[src/rtl/secure_mem_pkg.sv]
// Shared types and constants for the password-protected RAM/ROM controller.
package secure_mem_pkg;

  typedef enum logic [2:0] {
    IDLE,
    CHECK,
    ACCESS,
    RESP,
    LOCKOUT
  } state_t;

  localparam logic [1:0] ERR_OK      = 2'b00;
  localparam logic [1:0] ERR_BAD_PWD = 2'b01;
  localparam logic [1:0] ERR_ROM_WP  = 2'b10;

  localparam logic BANK_RAM = 1'b0;
  localparam logic BANK_ROM = 1'b1;

endpackage

[src/rtl/secure_mem_lockout.sv]
// Consecutive password-failure counter and lockout duration timer.
// Only instantiated when SECURE_MEM_LOCKOUT_EN is defined.
module secure_mem_lockout #(
  parameter int MAX_FAIL    = 3,
  parameter int LOCK_CYCLES = 16
) (
  input  logic clk,
  input  logic rst,
  input  logic i_checkEn,
  input  logic i_pwdOk,
  input  logic i_lockStart,
  input  logic i_lockEnd,
  output logic o_lockReq,
  output logic o_timerDone
);

  localparam int CNT_W = (MAX_FAIL < 1) ? 1 : $clog2(MAX_FAIL + 1);
  localparam int TMR_W = (LOCK_CYCLES < 2) ? 1 : $clog2(LOCK_CYCLES + 1);

  logic [CNT_W-1:0] r_failCount;
  logic [TMR_W-1:0] r_timer;

  // Timer is loaded with LOCK_CYCLES-1 so the lockout state lasts exactly LOCK_CYCLES cycles.
  always_ff @(posedge clk or posedge rst) begin
    if (rst) begin
      r_failCount <= '0;
      r_timer     <= '0;
    end else begin
      if (i_lockEnd) begin
        r_failCount <= '0;
      end else if (i_checkEn) begin
        if (i_pwdOk) begin
          r_failCount <= '0;
        end else if (r_failCount != CNT_W'(MAX_FAIL)) begin
          r_failCount <= r_failCount + 1'b1;
        end
      end

      if (i_lockStart) begin
        r_timer <= TMR_W'(LOCK_CYCLES - 1);
      end else if (r_timer != '0) begin
        r_timer <= r_timer - 1'b1;
      end
    end
  end

  assign o_lockReq   = (r_failCount == CNT_W'(MAX_FAIL));
  assign o_timerDone = (r_timer == '0);

endmodule

[src/rtl/secure_mem_ctrl.sv]
// Password-gated controller for a RAM bank and a write-once ROM bank.
// Define SECURE_MEM_LOCKOUT_EN to enable the failed-password lockout.
module secure_mem_ctrl
  import secure_mem_pkg::*;
#(
  parameter int               DATA_W      = 8,
  parameter int               ADDR_W      = 4,
  parameter int               PWD_W       = 8,
  parameter logic [PWD_W-1:0] RAM_PWD     = 8'hBF,
  parameter logic [PWD_W-1:0] ROM_PWD     = 8'h3E,
  parameter int               MAX_FAIL    = 3,
  parameter int               LOCK_CYCLES = 16
) (
  input  logic              clk,
  input  logic              rst,
  input  logic              req_valid,
  output logic              req_ready,
  input  logic              req_we,
  input  logic              req_bank,
  input  logic [ADDR_W-1:0] req_addr,
  input  logic [DATA_W-1:0] req_wdata,
  input  logic [PWD_W-1:0]  req_pwd,
  output logic              rsp_valid,
  input  logic              rsp_ready,
  output logic [DATA_W-1:0] rsp_rdata,
  output logic [1:0]        rsp_err,
  output logic              locked
);

  localparam int DEPTH = 2 ** ADDR_W;

  state_t            r_state;
  logic              r_reqReady;
  logic              r_rspValid;
  logic [DATA_W-1:0] r_rspRdata;
  logic [1:0]        r_rspErr;
  logic              r_locked;
  logic              r_we;
  logic              r_bank;
  logic [ADDR_W-1:0] r_addr;
  logic [DATA_W-1:0] r_wdata;
  logic [PWD_W-1:0]  r_pwd;
  logic              r_pwdOk;
  logic [DATA_W-1:0] r_ram [DEPTH];
  logic [DATA_W-1:0] r_rom [DEPTH];
  logic [DEPTH-1:0]  r_romWritten;

  logic w_transfer;
  logic w_rspDone;
  logic w_pwdMatch;
  logic w_lockReq;
  logic w_timerDone;

  assign w_transfer = req_valid && r_reqReady;
  assign w_rspDone  = r_rspValid && rsp_ready;
  assign w_pwdMatch = (r_bank == BANK_RAM) ? (r_pwd == RAM_PWD) : (r_pwd == ROM_PWD);

`ifdef SECURE_MEM_LOCKOUT_EN
  logic w_checkEn;
  logic w_lockStart;
  logic w_lockEnd;

  assign w_checkEn   = (r_state == CHECK);
  assign w_lockStart = (r_state == RESP) && w_rspDone && w_lockReq;
  assign w_lockEnd   = (r_state == LOCKOUT) && w_timerDone;

  secure_mem_lockout #(
    .MAX_FAIL    (MAX_FAIL),
    .LOCK_CYCLES (LOCK_CYCLES)
  ) u_lockout (
    .clk         (clk),
    .rst         (rst),
    .i_checkEn   (w_checkEn),
    .i_pwdOk     (w_pwdMatch),
    .i_lockStart (w_lockStart),
    .i_lockEnd   (w_lockEnd),
    .o_lockReq   (w_lockReq),
    .o_timerDone (w_timerDone)
  );
`else
  assign w_lockReq   = 1'b0;
  assign w_timerDone = 1'b1;
`endif

  // Memory arrays live in the FSM block so a reset mid-request can never leave a partial write.
  always_ff @(posedge clk or posedge rst) begin
    if (rst) begin
      r_state      <= IDLE;
      r_reqReady   <= 1'b1;
      r_rspValid   <= 1'b0;
      r_rspRdata   <= '0;
      r_rspErr     <= ERR_OK;
      r_locked     <= 1'b0;
      r_we         <= 1'b0;
      r_bank       <= BANK_RAM;
      r_addr       <= '0;
      r_wdata      <= '0;
      r_pwd        <= '0;
      r_pwdOk      <= 1'b0;
      r_romWritten <= '0;
      for (int i = 0; i < DEPTH; i++) begin
        r_ram[i] <= '0;
        r_rom[i] <= '0;
      end
    end else begin
      case (r_state)
        IDLE: begin
          if (w_transfer) begin
            r_we       <= req_we;
            r_bank     <= req_bank;
            r_addr     <= req_addr;
            r_wdata    <= req_wdata;
            r_pwd      <= req_pwd;
            r_reqReady <= 1'b0;
            r_state    <= CHECK;
          end
        end
        CHECK: begin
          r_pwdOk <= w_pwdMatch;
          r_state <= ACCESS;
        end
        ACCESS: begin
          r_rspValid <= 1'b1;
          r_rspRdata <= '0;
          r_rspErr   <= ERR_OK;
          if (!r_pwdOk) begin
            r_rspErr <= ERR_BAD_PWD;
          end else if (r_bank == BANK_RAM) begin
            if (r_we) begin
              r_ram[r_addr] <= r_wdata;
            end else begin
              r_rspRdata <= r_ram[r_addr];
            end
          end else if (r_we) begin
            if (r_romWritten[r_addr]) begin
              r_rspErr <= ERR_ROM_WP;
            end else begin
              r_rom[r_addr]        <= r_wdata;
              r_romWritten[r_addr] <= 1'b1;
            end
          end else begin
            r_rspRdata <= r_rom[r_addr];
          end
          r_state <= RESP;
        end
        RESP: begin
          if (w_rspDone) begin
            r_rspValid <= 1'b0;
            if (w_lockReq) begin
              r_locked <= 1'b1;
              r_state  <= LOCKOUT;
            end else begin
              r_reqReady <= 1'b1;
              r_state    <= IDLE;
            end
          end
        end
        LOCKOUT: begin
          if (w_timerDone) begin
            r_locked   <= 1'b0;
            r_reqReady <= 1'b1;
            r_state    <= IDLE;
          end
        end
        default: begin
          r_reqReady <= 1'b1;
          r_state    <= IDLE;
        end
      endcase
    end
  end

  assign req_ready = r_reqReady;
  assign rsp_valid = r_rspValid;
  assign rsp_rdata = r_rspRdata;
  assign rsp_err   = r_rspErr;
  assign locked    = r_locked;

endmodule

[config.mk]
export PLATFORM = sky130hd
export DESIGN_NAME = secure_mem_ctrl
export DESIGN_NICKNAME = d
export VERILOG_FILES = /design/src/rtl/secure_mem_pkg.sv /design/src/rtl/secure_mem_lockout.sv /design/src/rtl/secure_mem_ctrl.sv
export SDC_FILE = /design/constraint.sdc
export NUM_CORES = 1
export LEC_CHECK = 0
export ABC_AREA = 1
export CAP_MARGIN = 20
export CELL_PAD_IN_SITES_DETAIL_PLACEMENT = 2
export CELL_PAD_IN_SITES_GLOBAL_PLACEMENT = 2
export CORE_UTILIZATION = 30
export DETAILED_ROUTE_END_ITERATION = 10
export GPL_TIMING_DRIVEN = 0
export PLACE_DENSITY = 0.79
export SYNTH_ARGS = -nofsm -noshare
export SYNTH_HDL_FRONTEND = slang
export SYNTH_HIERARCHICAL = 1
export SYNTH_SLANG_ARGS = --single-unit
[constraint.sdc]
create_clock -name clk -period 13.1 [get_ports clk]
set_input_delay 2.62 -clock clk [delete_from_list [all_inputs] [get_ports clk]]
set_output_delay 2.62 -clock clk [all_outputs]
set_load 0.05 [all_outputs]
==> impl_metrics.ini, run 1 <==
[run_status]
status = complete, no violations

[power_and_ir_drop]
power_frac_seq_pct = 34.0
pwr-share-comb_pct = 29.3
leakagePower_nw = 8.94
p_per_area_mw_per_mm2 = 174
internal_power_mw = 1.83
switching_share_pct = 40.0
peakVddDrop_mv = 0.0888
switching_power_mw = 1.22
clkPwrFrac_pct = 36.7

[global_route]
grt_pass1_vias = 15500
overflow = 0
grt_pass1_wl_um = 93500
grt_max_degree = 122
grtUsageTotal_pct = 24.5
antenna_found_initial = 0

[worst_setup_path]
cpMostUsedCell = clkbuf_1
crit_path_start_kind = input port
worst_path_max_delay_cell = clkbuf_1
crit_arrival_ns = 5.11
slowest_delay_ns = 0.76
critical_path_class = input port to flip-flop
crit_chain = clkdlybuf4s50_1, nand3_1, clkbuf_1, clkbuf_1, a21oi_1
cp_num_buf_inv = 3
cp.required_ns = 13.51
crit_family = buffers and inverters
end_kind = flip-flop
cp_max_fo = 10

[drt]
wl_um = 60400
drc = 0
wl_per_cell_um = 22.2
via_count = 14000
first_pass_iters = 5
vias_per_cell = 5.16
detail-route-antenna-nets = 0
drtIter0Drc = 768

[timing]
finalSetupViolations = 0
timing.fmax_mhz = 213
max_slew_margin_pct = 37.5
finalHoldViolCount = 0
tightest_slew_ns = 0.937
period_share_pct = 35.9
holdWs_ns = 0.467
rsz0062_at_grt = no
worst_slack_ns = 8.40
period_needed_ns = 4.70
finClkSkew_ns = 0.0236
slew_violations = 0

[yosys]
syn_area_mm2 = 0.0150
syn_inst = 1944
yosysSeqAreaShare_pct = 51.6
synthTopCellsByArea = dfrtp_1, nand2_1, nand4_1
ys_types = 34
synthArstFlopShare_pct = 100
synth_fp_nets = 1974
yosys_warnings = 6
ys.flop_type = dfrtp_1
synth.most_common_cell = nand2_1
postSynthAreaPerCell_um2 = 7.71
ys_ff_latch = 309
yosys.area.top_type = dfrtp_1
synth_top_area_share_pct = 51.4
synth_edf_count = 0
ys_top_cells_by_count = nand2_1, dfrtp_1, nand4_1

[clock_tree]
clock_latency_ns = 0.58
post_cts_buffers = 0
clockBufferDepth = 3
clk_pin_slew_ns = 0.06
postCtsHoldBufs = 0
cts_resized = 0
cts_tree = done
cts_buffers = 38
cts_root_buf = clkbuf_16
htreeDepth = 2
clock-sinks = 309

[die]
die_w_um = 226
die-area_mm2 = 0.0509
die_h_um = 226
rows = 81
coreArea_mm2 = 0.0492
initial_core_util_pct = 30.5
ioPinCount = 39

[placed_design]
dp_worst_setup_slack_ns = 7.79
hpwl_um = 42900
portBuffers = 37
gp_congestion = 0.840

[finish]
final_nets = 2053
syn2layout_area_growth_pct = 17.2
drive_gt1_share_pct = 8.29
antennaDiodeCount = 0
fill_cells = 5623

[min_path]
hold_path_class = flip-flop to flip-flop

[run]
cap_violations = 0
[worst reg2reg max path: stages, from the launching register on]
cell and delay (ns):
dfrtp_1 0.41, inv_1 0.09, ha_1 0.26, nand3_1 0.42
clkbuf_1 0.77, clkbuf_1 0.72, a21oi_1 0.18
[state kept, by name, summed over array words and instances (netlist names), 4 cells and up]
register,flops
r_ram,128
r_rom,128
r_romWritten,16
r_pwd,8
r_wdata,8
rsp_rdata,8
r_addr,4
[routing by layer]
metal,vias to the layer above,part of all wire [%],GRT usage (%)
met5,-,0,0
met4,0,3.0,8.34
met3,88,2.8,2.65
met2,237,50,42.8
met1,7264,44,31.3
li1,6410,-,-
[kinds of logic (layout without fill, tap and decap cells)]
kind of cell | Yosys count | in the layout | share of synthesized area [%]
buffers and inverters | 163 | 270 | 4.72
and+or+nand+nor | 1291 | 1291 | 37.0
AOI/OAI and AO/OA | 167 | 167 | 5.66
muxes | 9 | 9 | 0.676
adders and majority gates | 4 | 4 | 0.334
DFF | 309 | 309 | 51.6
other | 1 | 1 | 0.0250
[per-stage QoR]
step | area (µm²) | power (mW) | util (%) | TNS [ns] | cells
2_1_floorplan | 15000 | 1.52 | - | 0 | 1944
3_3_place_gp | 16200 | 1.90 | 32.9 | -775.44 | 2645
3_5_place_dp | 16300 | 1.94 | 33.1 | 0 | 2647
4_1_cts | 17600 | 3.06 | 35.7 | 0 | 2715
5_1_grt | 17600 | 3.16 | 35.7 | 0 | 2715
6_report | 17600 | 3.05 | 35.7 | 0 | 2715
[worst paths after layout]
check / from / endpoint / cells past startpoint / slack (ns)
worst max-delay path: req_valid / r_bank / 5 / 8.40
worst min-delay path: r_rom[108] / r_rom[108] / 2 / 0.47
worst max register to register: r_state[0] / r_bank / 6 / 10.13
worst min register to register: r_rom[108] / r_rom[108] / 2 / 0.47
max in group asynchronous: rst / r_ram[62] / 3 / 9.40
min in group asynchronous: rst / r_rom[58] / 2 / 2.58
[cells in the final DEF (no fill, tap or decap), types with 10 or more instances in the layout]
cell type        instances
inv_1                   33
nand4_1                129
nor2_1                  66
nand2_1               1011
clkdlybuf4s50_1         37
buf_2                   25
o21ai_0                 87
clkbuf_1                70
dfrtp_1                308
nand3_1                 33
nand2_2                 10
clkbuf_8                12
o21ai_1                 45
a21oi_1                 30
clkbuf_16               39
nor2_2                  12
buf_1                   19
[power by group through the flow]
stage                     registers (mW)  clock network [mW]  logic, mW
after floorplan                     1.05                   0      0.471
after global placement              1.05                   0      0.851
after detailed placement            1.05                   0      0.880
after CTS                           1.04                1.14      0.887
after global routing                1.04                1.17      0.938
final                               1.04                1.12      0.893
[layout make-up]
type,instances,area (µm²),share of cell area (%)
clock inverters,10,151,0.862
inverters,43,169,0.961
clock buffers,58,1170,6.64
multi-input cells,1472,6550,37.3
plain buffers,120,546,3.10
well taps,664,831,4.73
repair buffers,39,425,2.42
flip-flops and latches,309,7730,44.0
Power figures use the tool's default switching activity.
==> run 2, diff against run 1 <==
Settings changed: PLACE_DENSITY 0.79 to 0.81.
Clock period 13.1 ns to 3.92 ns, I/O delays scaled along.
==> impl_metrics.ini, run 2 (synthesis gave the netlist of run 1 again) <==
[clock_tree]
htreeDepth = 2
clock_latency_ns = 0.56
cts_root_buf = clkbuf_16
clk_pin_slew_ns = 0.06
clock-sinks = 309
cts_resized = 0
cts_tree = done
clockBufferDepth = 3
postCtsHoldBufs = 0
post_cts_buffers = 0
cts_buffers = 36

[placed_design]
portBuffers = 37
gp_congestion = 0.813
hpwl_um = 43400
place_inst = 2653
place_area_mm2 = 0.0164

[drt]
drc = 0
drtIter0Drc = 742
first_pass_iters = 5
wl_um = 60800
vias_per_cell = 5.19
detail-route-antenna-nets = 0
wl_per_cell_um = 22.4
via_count = 14100

[finish]
instances_no_fill = 2718
mostFrequentLayoutCells = nand2_1, dfrtp_1, nand4_1, o21ai_0, clkbuf_1
fin_area_mm2 = 0.0175
final_util_pct = 35.6
drive_gt1_share_pct = 8.08
final_common_cell = nand2_1
antennaDiodeCount = 0
fill_cells = 5664
syn2layout_area_growth_pct = 16.8
final_nets = 2057
top_regs = r_ram: 128 flops, r_rom: 128 flops, r_romWritten: 16 flops

[power_and_ir_drop]
power_frac_seq_pct = 34.9
internal_power_mw = 5.87
clkPwrFrac_pct = 34.6
p_per_area_mw_per_mm2 = 567
peakVddDrop_mv = 0.252
switching_share_pct = 40.8
pwr-share-comb_pct = 30.5
leakagePower_nw = 8.90
switching_power_mw = 4.05

[timing]
max_slew_margin_pct = 33.8
period_share_pct = 75.6
slew_violations = 0
finClkSkew_ns = 0.0193
tightest_slew_ns = 0.992
finalSetupViolations = 0
finalHoldViolCount = 0
holdWs_ns = 0.463
timing.fmax_mhz = 338
rsz0062_at_grt = no
period_needed_ns = 2.96

[die]
ioPinCount = 39
die_h_um = 226
die_w_um = 226
initial_core_util_pct = 30.5
rows = 81
coreArea_mm2 = 0.0492
die-area_mm2 = 0.0509

[worst_setup_path]
cpMostUsedCell = clkbuf_1
crit_chain = inv_1, ha_1, nand3_1, clkbuf_1, clkbuf_1, a21oi_1
cp_max_fo = 10
cp.required_ns = 4.31
end_kind = flip-flop
slowest_delay_ns = 0.78
crit_arrival_ns = 3.35
critical_path_class = flip-flop to flip-flop
crit_path_start_kind = flip-flop
worst_path_max_delay_cell = clkbuf_1

[run]
cap_violations = 0

[min_path]
hold_path_class = flip-flop to flip-flop

[run_status]
status = complete, no violations

[global_route]
grt_pass1_wl_um = 94200
overflow = 0
grt_max_degree = 43
grtUsageTotal_pct = 24.7
antenna_found_initial = 0
grt_pass1_vias = 15700
-- run 2: critical path, delay by kind of cell, from the launching register on --
kind,cells,cell delay [ns]
adder cells (fa/ha/maj),1,0.24
AO/OA/AOI/OAI,1,0.25
buffers and inverters,3,1.57
flip-flops,1,0.41
AND/OR/NAND/NOR,1,0.31
-- run 2: power groups by stage --
| stage | Sequential, mW | Combinational (mW) | Clock [mW] |
|---|---|---|---|
| floorplan | 3.52 | 1.57 | 0 |
| global placement | 3.51 | 2.87 | 0 |
| detailed placement | 3.52 | 2.98 | 0 |
| CTS | 3.47 | 3.00 | 3.50 |
| global route | 3.48 | 3.17 | 3.61 |
| finish | 3.47 | 3.03 | 3.43 |
-- run 2: final cells by class --
class                   count  area, µm²  area share [%]
plain buffers             120        546            3.12
clock buffers              54       1020            5.82
clock inverters            11        138           0.786
inverters                  43        165           0.943
multi-input cells        1472       6550            37.4
flip-flops and latches    309       7730            44.2
well taps                 664        831            4.74
repair buffers             45        531            3.03
-- run 2: final timing paths --
check	from	end	slack [ns]	cells after the start
worst max-delay path	r_state[0]	r_wdata[4]	0.96	6
worst min-delay path	r_romWritten[8]	r_romWritten[8]	0.46	2
worst max register to register	r_state[0]	r_wdata[4]	0.96	6
worst min register to register	r_romWritten[8]	r_romWritten[8]	0.46	2
max in group asynchronous	rst	r_ram[96]	1.69	6
min in group asynchronous	rst	r_rom[96]	0.77	2
-- run 2: per-layer routing --
layer  wire length [µm]  vias up  global-route usage [%]
li1                   -     6407                       -
met1              26900     7317                    31.7
met2              30000      268                    42.7
met3               1730      114                    2.58
met4               2090        0                    9.46
met5                  0        -                       0
-- run 2: metrics by stage --
step                      setup WS (ns)  TNS (ns)  total power, mW
after global placement            -3.49  -1065.22             6.38
after global routing              0.869         0             10.3
after detailed placement          0.488         0             6.50
after floorplan                  -0.976   -300.65             5.10
final                             0.958         0             9.92
after CTS                         0.990         0             9.97
==> run 3, diff against run 2 <==
Clock period 3.92 ns to 2.7 ns, I/O delays scaled along.
==> impl_metrics.ini, run 3 (synthesis gave the netlist of run 1 again) <==
[finish]
mostFrequentLayoutCells = nand2_1, dfrtp_1, nand4_1, o21ai_0, clkbuf_1
syn2layout_area_growth_pct = 17.2
drive_gt1_share_pct = 8.71
final_common_cell = nand2_1
final_util_pct = 35.7
top_regs = r_ram: 128 flops, r_rom: 128 flops, r_romWritten: 16 flops
final_nets = 2057
fin_area_mm2 = 0.0176
antennaDiodeCount = 0

[worst_setup_path]
end_kind = flip-flop
crit_path_start_kind = flip-flop
cp.required_ns = 3.12
critical_path_class = flip-flop to flip-flop
cp_max_fo = 10
crit_arrival_ns = 2.97

[drt]
first_pass_iters = 5
via_count = 14200
wl_um = 60600
detail-route-antenna-nets = 0
drtIter0Drc = 839
wl_per_cell_um = 22.3
drc = 0
vias_per_cell = 5.21

[global_route]
grt_pass1_wl_um = 94300
grt_max_degree = 43
grt_pass1_vias = 15700
antenna_found_initial = 0
overflow = 0
grtUsageTotal_pct = 24.7

[power_and_ir_drop]
p_per_area_mw_per_mm2 = 822
switching_power_mw = 5.89
switching_share_pct = 40.8
pwr-share-comb_pct = 30.6
peakVddDrop_mv = 0.366
clkPwrFrac_pct = 34.5
power.total_mw = 14.4
leakagePower_nw = 8.95
power_frac_seq_pct = 34.9
internal_power_mw = 8.55

[timing]
finalSetupViolations = 0
finalHoldViolCount = 0
worst_slack_ns = 0.144
tightest_slew_ns = 0.934
rsz0062_at_grt = no
slew_violations = 0
max_slew_margin_pct = 37.6
period_needed_ns = 2.56
setup_tns_ns = 0
finClkSkew_ns = 0.0195
period_share_pct = 94.7
timing.fmax_mhz = 391

[die]
coreArea_mm2 = 0.0492
die_w_um = 226
rows = 81
ioPinCount = 39
die_h_um = 226
die-area_mm2 = 0.0509
initial_core_util_pct = 30.5

[placed_design]
place_area_mm2 = 0.0164
portBuffers = 37
dp_worst_setup_slack_ns = -0.488
gp_congestion = 0.813
hpwl_um = 43400

[clock_tree]
clock-sinks = 309
clk_pin_slew_ns = 0.06
cts_root_buf = clkbuf_16
cts_tree = done
postCtsHoldBufs = 0
clock_latency_ns = 0.57
cts_buffers = 36
htreeDepth = 2
clockBufferDepth = 3

[run_status]
status = complete, no violations

[min_path]
hold_path_class = flip-flop to flip-flop

[run]
cap_violations = 0
run 3: through the flow:
stage / hold slack (ns) / std cells
6_report: 0.463 / 2718
5_1_grt: 0.489 / 2718
4_1_cts: 0.466 / 2718
3_5_place_dp: 0.451 / 2653
3_3_place_gp: 0.435 / 2645
2_1_floorplan: 0.423 / 1944
run 3: timing repair:
item	CTS	global route
gates resized for setup	5	20
pin swaps	0	1
endpoints found under the hold margin	0	0
setup buffers	0	1
setup endpoints to repair	17	71
run 3: metal layers:
metal  wire, µm  GRT usage, %
met5          0             0
met4       2220          9.72
met3       1980          2.56
met2      29700          42.6
met1      26700          31.7
run 3: cell type report:
class | instances | area [µm²]
inverter | 43 | 165
clock buffer | 54 | 1020
multi-input combinational | 1472 | 6580
buffer | 119 | 566
clock inverter | 11 | 138
sequential | 309 | 7730
tap | 664 | 831
timing repair buffer | 46 | 538
fill | 5653 | 31600
run 3: path summary, 6_finish.rpt:
check / slack [ns] / cells past startpoint / start / to
worst max-delay path: 0.14 / 8 / r_addr[0] / r_ram[40]
worst min-delay path: 0.46 / 2 / r_romWritten[8] / r_romWritten[8]
worst max register to register: 0.14 / 8 / r_addr[0] / r_ram[40]
worst min register to register: 0.46 / 2 / r_romWritten[8] / r_romWritten[8]
max in group asynchronous: 0.72 / 6 / rst / r_ram[96]
min in group asynchronous: 0.53 / 2 / rst / r_rom[96]
run 3: worst max-delay path, stage by stage (launching register included):
cell      delay [ns]
dfrtp_1         0.40
buf_4           0.23
nor2_4          0.26
inv_2           0.14
nor2_2          0.54
nand2_2         0.29
clkbuf_1        0.33
nand2_1         0.13
o21ai_1         0.08
run 3: power by group through the flow:
stage / registers (mW) / logic (mW) / clock network (mW)
2_1_floorplan: 5.11 / 2.29 / 0
3_3_place_gp: 5.09 / 4.16 / 0
3_5_place_dp: 5.12 / 4.32 / 0
4_1_cts: 5.03 / 4.37 / 5.07
5_1_grt: 5.06 / 4.64 / 5.24
6_report: 5.04 / 4.42 / 4.98
